`src/rtl/bin2bcd_pkg.sv`:
```
// bin2bcd_pkg: shared defaults, state encoding and constants for the
// sequential binary-to-BCD converter.
//   BIN_W_DEF  : default binary input width
//   DIGITS_DEF : default BCD digit count (matches the display)
//   MAX_VAL    : largest value representable in DIGITS_DEF digits
//   CNT_W      : bit-counter width at the default BIN_W
//   state_t    : converter FSM states
package bin2bcd_pkg;

  localparam int BIN_W_DEF  = 20;
  localparam int DIGITS_DEF = 6;

  // 10^digits - 1, computed wide so any sane parameterisation fits
  function automatic logic [63:0] max_val(input int digits);
    logic [63:0] v;
    v = 64'd1;
    for (int i = 0; i < digits; i++) v = v * 64'd10;
    return v - 64'd1;
  endfunction

  localparam logic [63:0] MAX_VAL = max_val(DIGITS_DEF);
  localparam int          CNT_W   = $clog2(BIN_W_DEF + 1);

  typedef enum logic [1:0] {
    IDLE  = 2'd0,
    LOAD  = 2'd1,
    SHIFT = 2'd2,
    DONE  = 2'd3
  } state_t;

endpackage

```
`src/rtl/bcd_add3.sv`:
```
// bcd_add3: combinational double-dabble digit adjust.
//   i_d : one BCD digit of the accumulator
//   o_d : i_d + 3 when i_d >= 5, else i_d unchanged
// Only digit values 5..9 reach the +3 path in a correct conversion, so
// the result always fits in four bits.
module bcd_add3 (
  input  logic [3:0] i_d,
  output logic [3:0] o_d
);

  assign o_d = (i_d >= 4'd5) ? (i_d + 4'd3) : i_d;

endmodule

```
`src/rtl/bin2bcd_seq.sv`:
```
// bin2bcd_seq: sequential shift-add-3 binary-to-BCD converter feeding the
// six-digit seven-segment scan driver. One input bit is consumed per clock.
//   sys_clk   : system clock
//   sys_rst_n : asynchronous active-low reset
//   start     : conversion request, sampled only while idle
//   bin       : unsigned input, captured on the accepting edge
//   busy      : high from accept until the done edge
//   done      : one-cycle pulse; bcd/ovf/digit_en update on the same edge
//   bcd       : packed BCD, digit 0 (units) in [3:0]
//   ovf       : last input exceeded 10^DIGITS-1 (result clamped)
//   digit_en  : per-digit display enable, same order as bcd
// Optional feature macro: BIN2BCD_LZ_BLANK_EN enables leading-zero blanking
// on digit_en; without it every digit is enabled after each conversion.
module bin2bcd_seq
  import bin2bcd_pkg::*;
#(
  parameter int BIN_W  = BIN_W_DEF,
  parameter int DIGITS = DIGITS_DEF
) (
  input  logic                  sys_clk,
  input  logic                  sys_rst_n,
  input  logic                  start,
  input  logic [BIN_W-1:0]      bin,
  output logic                  busy,
  output logic                  done,
  output logic [4*DIGITS-1:0]   bcd,
  output logic                  ovf,
  output logic [DIGITS-1:0]     digit_en
);

  localparam int          ACC_W = 4 * DIGITS;
  localparam int          CW    = $clog2(BIN_W + 1);
  localparam logic [63:0] L_MAX = max_val(DIGITS);

  state_t              r_state;
  logic [BIN_W-1:0]    r_bin;
  logic [ACC_W-1:0]    r_acc;
  logic [CW-1:0]       r_cnt;
  logic                r_ovf_int;
  logic                r_busy;
  logic                r_done;
  logic [ACC_W-1:0]    r_bcd;
  logic                r_ovf;
  logic [DIGITS-1:0]   r_den;

  logic [ACC_W-1:0]    w_adj;
  logic                w_over;
  logic [DIGITS-1:0]   w_den;

  // per-digit adjust ahead of each shift
  for (genvar g = 0; g < DIGITS; g++) begin : g_add3
    bcd_add3 u_add3 (
      .i_d (r_acc[4*g +: 4]),
      .o_d (w_adj[4*g +: 4])
    );
  end

  assign w_over = (64'(r_bin) > L_MAX);

`ifdef BIN2BCD_LZ_BLANK_EN
  // digit i lit if it or any higher digit is nonzero; units always lit
  always_comb begin
    w_den = '0;
    for (int i = 0; i < DIGITS; i++) w_den[i] = |(r_acc >> (4 * i));
    w_den[0] = 1'b1;
  end
`else
  assign w_den = '1;
`endif

  always_ff @(posedge sys_clk or negedge sys_rst_n) begin
    if (!sys_rst_n) begin
      r_state   <= IDLE;
      r_bin     <= '0;
      r_acc     <= '0;
      r_cnt     <= '0;
      r_ovf_int <= 1'b0;
      r_busy    <= 1'b0;
      r_done    <= 1'b0;
      r_bcd     <= '0;
      r_ovf     <= 1'b0;
      r_den     <= DIGITS'(1);
    end else begin
      r_done <= 1'b0;
      case (r_state)
        IDLE: begin
          if (start) begin
            r_bin   <= bin;
            r_busy  <= 1'b1;
            r_state <= LOAD;
          end
        end
        LOAD: begin
          // clamp so no nonzero bit is ever shifted out of the accumulator
          if (w_over) r_bin <= BIN_W'(L_MAX);
          r_ovf_int <= w_over;
          r_acc     <= '0;
          r_cnt     <= CW'(BIN_W);
          r_state   <= SHIFT;
        end
        SHIFT: begin
          r_acc <= {w_adj[ACC_W-2:0], r_bin[BIN_W-1]};
          r_bin <= {r_bin[BIN_W-2:0], 1'b0};
          r_cnt <= r_cnt - 1'b1;
          if (r_cnt == CW'(1)) r_state <= DONE;
        end
        DONE: begin
          // all result registers load together on the done edge
          r_done  <= 1'b1;
          r_busy  <= 1'b0;
          r_bcd   <= r_acc;
          r_ovf   <= r_ovf_int;
          r_den   <= w_den;
          r_state <= IDLE;
        end
        default: r_state <= IDLE;
      endcase
    end
  end

  assign busy     = r_busy;
  assign done     = r_done;
  assign bcd      = r_bcd;
  assign ovf      = r_ovf;
  assign digit_en = r_den;

endmodule

```
`config.mk`:
```
export PLATFORM = sky130hd
export DESIGN_NAME = bin2bcd_seq
export DESIGN_NICKNAME = d
export VERILOG_FILES = /design/src/rtl/bin2bcd_pkg.sv /design/src/rtl/bcd_add3.sv /design/src/rtl/bin2bcd_seq.sv
export SDC_FILE = /design/constraint.sdc
export NUM_CORES = 1
export LEC_CHECK = 0
export BUFFER_PORTS_ARGS = -buffer_cell sky130_fd_sc_hd__buf_2
export CAP_MARGIN = 5
export CORE_MARGIN = 2
export CORE_UTILIZATION = 37
export CTS_BUF_LIST = sky130_fd_sc_hd__clkbuf_4
export CTS_CLUSTER_DIAMETER = 30
export DETAILED_ROUTE_END_ITERATION = 7
export GPL_TIMING_DRIVEN = 1
export SLEW_MARGIN = 40
export SYNTH_ARGS = -nofsm -noshare
export SYNTH_HDL_FRONTEND = slang
export SYNTH_HIERARCHICAL = 1
export SYNTH_SLANG_ARGS = --single-unit
```
`constraint.sdc`:
```
create_clock -name sys_clk -period 3.93 [get_ports sys_clk]
set_input_delay 0.5895 -clock sys_clk [delete_from_list [all_inputs] [get_ports sys_clk]]
set_output_delay 0.5895 -clock sys_clk [all_outputs]
set_load 0.05 [all_outputs]
```
==> flow_metrics.env, run 1 <==
export IMPL_outcome="finished, final reports clean"
export IMPL_overflow=0
export IMPL_rsz0062_at_grt="no"
export IMPL_post_place_ws_ns=1.49
export IMPL_worst_path_largest_cell_delay_ns=0.76
export IMPL_antenna_found_initial=0
export IMPL_diodes=0
export IMPL_critical_path_cell_chain="inv_1 -> ha_1 -> and2_1 -> buf_4 -> a22o_1"
export IMPL_clock_path_buffers=2
export IMPL_ctsResizeCount=0
export IMPL_wl_per_cell_um=13.7
export IMPL_p_int_uw=1820
export IMPL_setup_ws_ns=1.46
export IMPL_vdd_drop_max_mv=0.404
export IMPL_ant_nets=0
export IMPL_regArea_um2=2000
export IMPL_cts_buffers=9
export IMPL_path_clk_slew_ns=0.13
export IMPL_setup_viol=0
export IMPL_htreeDepth=3
export IMPL_path_max_fanout=19
export IMPL_slew_headroom=0.462
export IMPL_port_buffer_count=54
export IMPL_p_sw_frac=0.420
export IMPL_end_kind="flop"
export IMPL_power_density_nw_per_um2=686
export IMPL_hold_viol_final=0
export IMPL_fillCellCount=1067
export IMPL_required_ns=4.29
export IMPL_critPathArrivalTime_ns=2.83
export IMPL_reg2reg_slack_ns=1.46
export IMPL_dr_first_iter_drc_count=83
export IMPL_numClockSinks=80
export IMPL_vias=2842
export IMPL_critical_path_top_delay_family="simple AND/OR/NAND/NOR gates"
export IMPL_gp_congestion=0.762
export IMPL_synth_area_um2=4090
export IMPL_cp_depth=5
export IMPL_power_frac_comb=0.496
export IMPL_worstReg2RegStart="r_state[0]$_DFFE_PN0P_"
export IMPL_leakage_uw=0.00227
export IMPL_holdWs_ns=0.168
export IMPL_switchingPower_uw=1320
export IMPL_postSynthCellCount=368
export IMPL_drv_cap=0
export IMPL_placed_cell_area_um2=4450
export IMPL_setup_tns_ns=0
export IMPL_ys_warnings_count=6
export IMPL_clkPwrFrac=0.142
export IMPL_critPathBufInv=2
export IMPL_drive_gt1_frac=0.303
export IMPL_syn_to_final_growth_pct=11.8
export IMPL_nNetsFinal=455
export IMPL_skew_ns=0.0218
export IMPL_cp_start_kind="flop"
export IMPL_multi_input_area_um2=1890
export IMPL_root_buffer="clkbuf_4"
export IMPL_core_um2=10800
export IMPL_period_share=0.628
export IMPL_cts_tree="done"
export IMPL_p_seq_frac=0.362
export IMPL_crit_type="flop to flop"
export IMPL_max_clock_freq_mhz=405
export IMPL_routed_via_density=5.08
export IMPL_grt_pass1_vias=2732
export IMPL_hp_class="input pin to async pin"
export IMPL_grt_max_degree=81
export IMPL_clock_latency_ns=0.43
export IMPL_reg2reg_to="r_acc[15]$_DFFE_PN0N_"
export IMPL_hpwl_um=5220
export IMPL_ios=56
export IMPL_fin_crit_ns=2.47
export IMPL_final_common_cell="dfrtp_1"
export IMPL_slowest_stage="and2_1"
export IMPL_start_util=0.379
export IMPL_firstDrtPassIters=6
export IMPL_cp_startpoint="r_state[0]$_DFFE_PN0P_"
export IMPL_die_area_um2=11900
export IMPL_syn_avg_cell_area_um2=11.1
export IMPL_drt_wl_total_um=7670
export IMPL_final_cell_mix="dfrtp_1, buf_2, mux2_2"
export IMPL_grt_usage=0.138
export IMPL_mappedNetlistNets=409
export IMPL_worst_slew_pin_slew_ns=0.807
export IMPL_drc=0
export IMPL_grt_pass1_wl_um=12900
export IMPL_die_h_um=109
export IMPL_postCtsSetupRepairBufs=0
export IMPL_rows=38
export IMPL_postCtsHoldBufs=0
export IMPL_slew_violations=0
export IMPL_worstRegToRegCells=5
export IMPL_fin_area_um2=4570
export IMPL_endpoint="r_acc[15]$_DFFE_PN0N_"
export IMPL_die_w_um=109
-- metal layers --
layer  track usage  part of all wire  vias up
met5             0                 0        -
met4        0.0412             0.012        0
met3        0.0353             0.043       11
met2         0.229              0.47       54
met1         0.178              0.47     1394
li1              -                 -     1383
-- worst register-to-register path, cell delays in order (launching register included) --
cell	delay, ns
dfrtp_1	0.45
inv_1	0.11
ha_1	0.60
and2_1	0.76
buf_4	0.34
a22o_1	0.15
-- per-stage QoR --
stage          cells  power [µW]  utilization
3_3_place_gp     543        2690        0.412
4_1_cts          559        3180        0.423
5_1_grt          559        3370        0.423
6_report         559        3130        0.423
3_5_place_dp     543        2730        0.412
2_1_floorplan    368        2430            -
-- power by group through the flow --
stage | clock, µW | combinational (µW) | sequential (µW)
after global placement | 0 | 1540 | 1150
after CTS | 465 | 1580 | 1140
after floorplan | 0 | 1230 | 1200
after global routing | 495 | 1720 | 1160
after detailed placement | 0 | 1570 | 1150
final | 445 | 1550 | 1140
-- flip-flops by register name (all words and copies together), names as in the netlist --
name and count:
bcd 24, r_acc 24, r_bin 20, r_cnt 5
r_state 2, busy 1, digit_en 1, done 1
ovf 1, r_ovf_int 1
-- cell type report --
class                   count  share of cell area
flip-flops and latches     80               0.438
multi-input cells         245               0.413
repair buffers             58              0.0671
well taps                 140              0.0383
inverters                  20              0.0164
clock buffers               9              0.0148
clock inverters             7              0.0121
-- worst min-delay path by stage --
stage / from / cells past startpoint / slack (ns) / to
5_1_grt: sys_rst_n / 1 / 0.21 / bcd[21]$_DFFE_PN0P_
2_1_floorplan: sys_rst_n / 0 / 0.29 / bcd[0]$_DFFE_PN0P_
6_report: sys_rst_n / 1 / 0.17 / digit_en[1]$_DFFE_PN0P_
3_5_place_dp: bcd[13]$_DFFE_PN0P_ / 1 / 0.49 / bcd[13]$_DFFE_PN0P_
4_1_cts: sys_rst_n / 1 / 0.19 / r_acc[3]$_DFFE_PN0N_
3_3_place_gp: bcd[23]$_DFFE_PN0P_ / 1 / 0.48 / bcd[23]$_DFFE_PN0P_
Note: power is estimated with default switching activity, not from simulation.
==> run 2: changes to the inputs <==
--- a/config.mk
+++ b/config.mk
@@ -5,6 +5,7 @@
 export SDC_FILE = /design/constraint.sdc
 export NUM_CORES = 1
 export LEC_CHECK = 0
+export ABC_AREA = 1
 export BUFFER_PORTS_ARGS = -buffer_cell sky130_fd_sc_hd__buf_2
 export CAP_MARGIN = 5
 export CORE_MARGIN = 2
==> constraint.sdc (replaced) <==
create_clock -name sys_clk -period 2.5 [get_ports sys_clk]
set_input_delay 0.375 -clock sys_clk [delete_from_list [all_inputs] [get_ports sys_clk]]
set_output_delay 0.375 -clock sys_clk [all_outputs]
set_load 0.05 [all_outputs]
==> flow_metrics.env, run 2 <==
export IMPL_port_buffer_count=54
export IMPL_end_kind="flop"
export IMPL_wl_met2_um=4240
export IMPL_critPathBufInv=4
export IMPL_firstDrtPassIters=6
export IMPL_start_util=0.382
export IMPL_wl_met3_um=484
export IMPL_die_w_um=113
export IMPL_grt_max_degree=62
export IMPL_postCtsHoldBufs=1
export IMPL_grt_pass1_vias=3482
export IMPL_die_area_um2=12800
export IMPL_period_share=0.764
export IMPL_diodes=0
export IMPL_fin_crit_ns=1.91
export IMPL_ctsResizeCount=0
export IMPL_p_seq_frac=0.357
export IMPL_grt_usage=0.157
export IMPL_fin_area_um2=4930
export IMPL_clkPwrFrac=0.177
export IMPL_drc=3
export IMPL_slowest_stage="dfrtp_1"
export IMPL_skew_ns=0.00878
export IMPL_hpwl_um=6290
export IMPL_clock_latency_ns=0.45
export IMPL_syn_to_final_growth_pct=12.1
export IMPL_cts_buffers=9
export IMPL_placed_cell_area_um2=4770
export IMPL_top_layer_used="met4"
export IMPL_switchingPower_uw=2210
export IMPL_nNetsFinal=654
export IMPL_crit_top_cell="inv_1"
export IMPL_violations="design-rule violations"
export IMPL_critical_path_top_delay_family="buffers and inverters"
export IMPL_wl_per_cell_um=12.3
export IMPL_ant_nets=0
export IMPL_worst_slew_pin_slew_ns=0.632
export IMPL_vdd_drop_max_mv=0.740
export IMPL_path_max_fanout=25
export IMPL_cp_start_kind="flop"
export IMPL_gp_congestion=0.840
export IMPL_htreeDepth=3
export IMPL_rsz0062_at_grt="no"
export IMPL_drv_cap=0
export IMPL_final_cell_mix="nand2_1, dfrtp_1, nand3_1"
export IMPL_syn_avg_cell_area_um2=7.73
export IMPL_postCtsSetupRepairBufs=0
export IMPL_dr_first_iter_drc_count=187
export IMPL_critPathArrivalTime_ns=2.25
export IMPL_overflow=0
export IMPL_setup_tns_ns=0
export IMPL_drive_gt1_frac=0.190
export IMPL_slew_headroom=0.579
export IMPL_leakage_uw=0.00256
export IMPL_max_clock_freq_mhz=523
export IMPL_slew_violations=0
export IMPL_mappedNetlistNets=610
export IMPL_power_frac_comb=0.466
export IMPL_ios=56
export IMPL_synth_area_um2=4400
export IMPL_required_ns=2.84
export IMPL_antenna_found_initial=0
export IMPL_root_buffer="clkbuf_4"
export IMPL_numClockSinks=80
export IMPL_wl_met1_um=4450
export IMPL_die_h_um=113
export IMPL_rows=39
export IMPL_routed_via_density=4.79
export IMPL_core_um2=11500
export IMPL_drt_wl_total_um=9310
export IMPL_grt_pass1_wl_um=16200
export IMPL_power_density_nw_per_um2=982
export IMPL_setup_viol=0
export IMPL_worst_path_largest_cell_delay_ns=0.41
export IMPL_outcome="complete, but fails checks"
export IMPL_p_sw_frac=0.455
export IMPL_hold_viol_final=0
export IMPL_clock_path_buffers=2
export IMPL_hp_class="input pin to flop"
export IMPL_postSynthCellCount=569
export IMPL_cts_tree="done"
export IMPL_path_clk_slew_ns=0.12
export IMPL_ys_warnings_count=6
export IMPL_final_common_cell="nand2_1"
export IMPL_crit_type="flop to flop"
export IMPL_critical_path_cell_chain="inv_1 -> ha_1 -> buf_4 -> inv_2 -> nor3_1 -> inv_1 -> o21ai_0 -> nand2_1"
export IMPL_vias=3641
export IMPL_p_int_uw=2640
[run 2: worst register-to-register path: stages, from the launching register on]
cell	delay, ns
dfrtp_1	0.41
inv_1	0.09
ha_1	0.30
buf_4	0.22
inv_2	0.21
nor3_1	0.28
inv_1	0.08
o21ai_0	0.14
nand2_1	0.07
[run 2: path summary, 6_finish.rpt]
path / start / endpoint / slack (ns) / cells past startpoint
setup / recovery: r_state[0]$_DFFE_PN0P_ / r_cnt[4]$_DFFE_PN0N_ / 0.59 / 8
max in group asynchronous: sys_rst_n / bcd[1]$_DFFE_PN0P_ / 1.55 / 3
min in group asynchronous: sys_rst_n / r_bin[3]$_DFFE_PN0P_ / 0.33 / 2
hold / removal: bin[0] / r_bin[0]$_DFFE_PN0P_ / 0.24 / 5
hold reg to reg: bcd[21]$_DFFE_PN0P_ / bcd[21]$_DFFE_PN0P_ / 0.48 / 2
setup reg to reg: r_state[0]$_DFFE_PN0P_ / r_cnt[4]$_DFFE_PN0N_ / 0.59 / 8
[run 2: power groups by stage]
stage	Sequential (µW)	Combinational, µW	Clock, µW
after global routing	1760	2570	955
after detailed placement	1750	2280	0
final	1730	2260	859
after CTS	1730	2290	901
after floorplan	1820	1690	0
after global placement	1750	2250	0
[run 2: routing by layer]
layer | up-vias | global-route usage
met1 | 1669 | 0.206
li1 | 1875 | -
met5 | - | 0
met3 | 9 | 0.0418
met2 | 88 | 0.252
met4 | 0 | 0.0553
[run 2: area by class of cell]
cell class / count / area, µm²
Multi-Input combinational cell: 402 / 2010
Clock buffer: 11 / 82.6
Clock inverter: 4 / 70.1
Inverter: 56 / 210
Tap cell: 143 / 179
Sequential cell: 80 / 2000
Fill cell: 1198 / 6590
Timing Repair Buffer: 64 / 375
[run 2: metrics by stage]
step | cells | worst slack [ns] | total power, µW | hold WS (ns) | utilization
6_report | 760 | 0.590 | 4840 | 0.242 | 0.428
3_5_place_dp | 744 | 0.621 | 4040 | 0.287 | 0.414
3_3_place_gp | 744 | 0.681 | 3990 | 0.288 | 0.414
2_1_floorplan | 569 | 1.04 | 3510 | 0.0794 | -
5_1_grt | 760 | 0.453 | 5290 | 0.225 | 0.428
4_1_cts | 760 | 0.605 | 4920 | 0.219 | 0.428
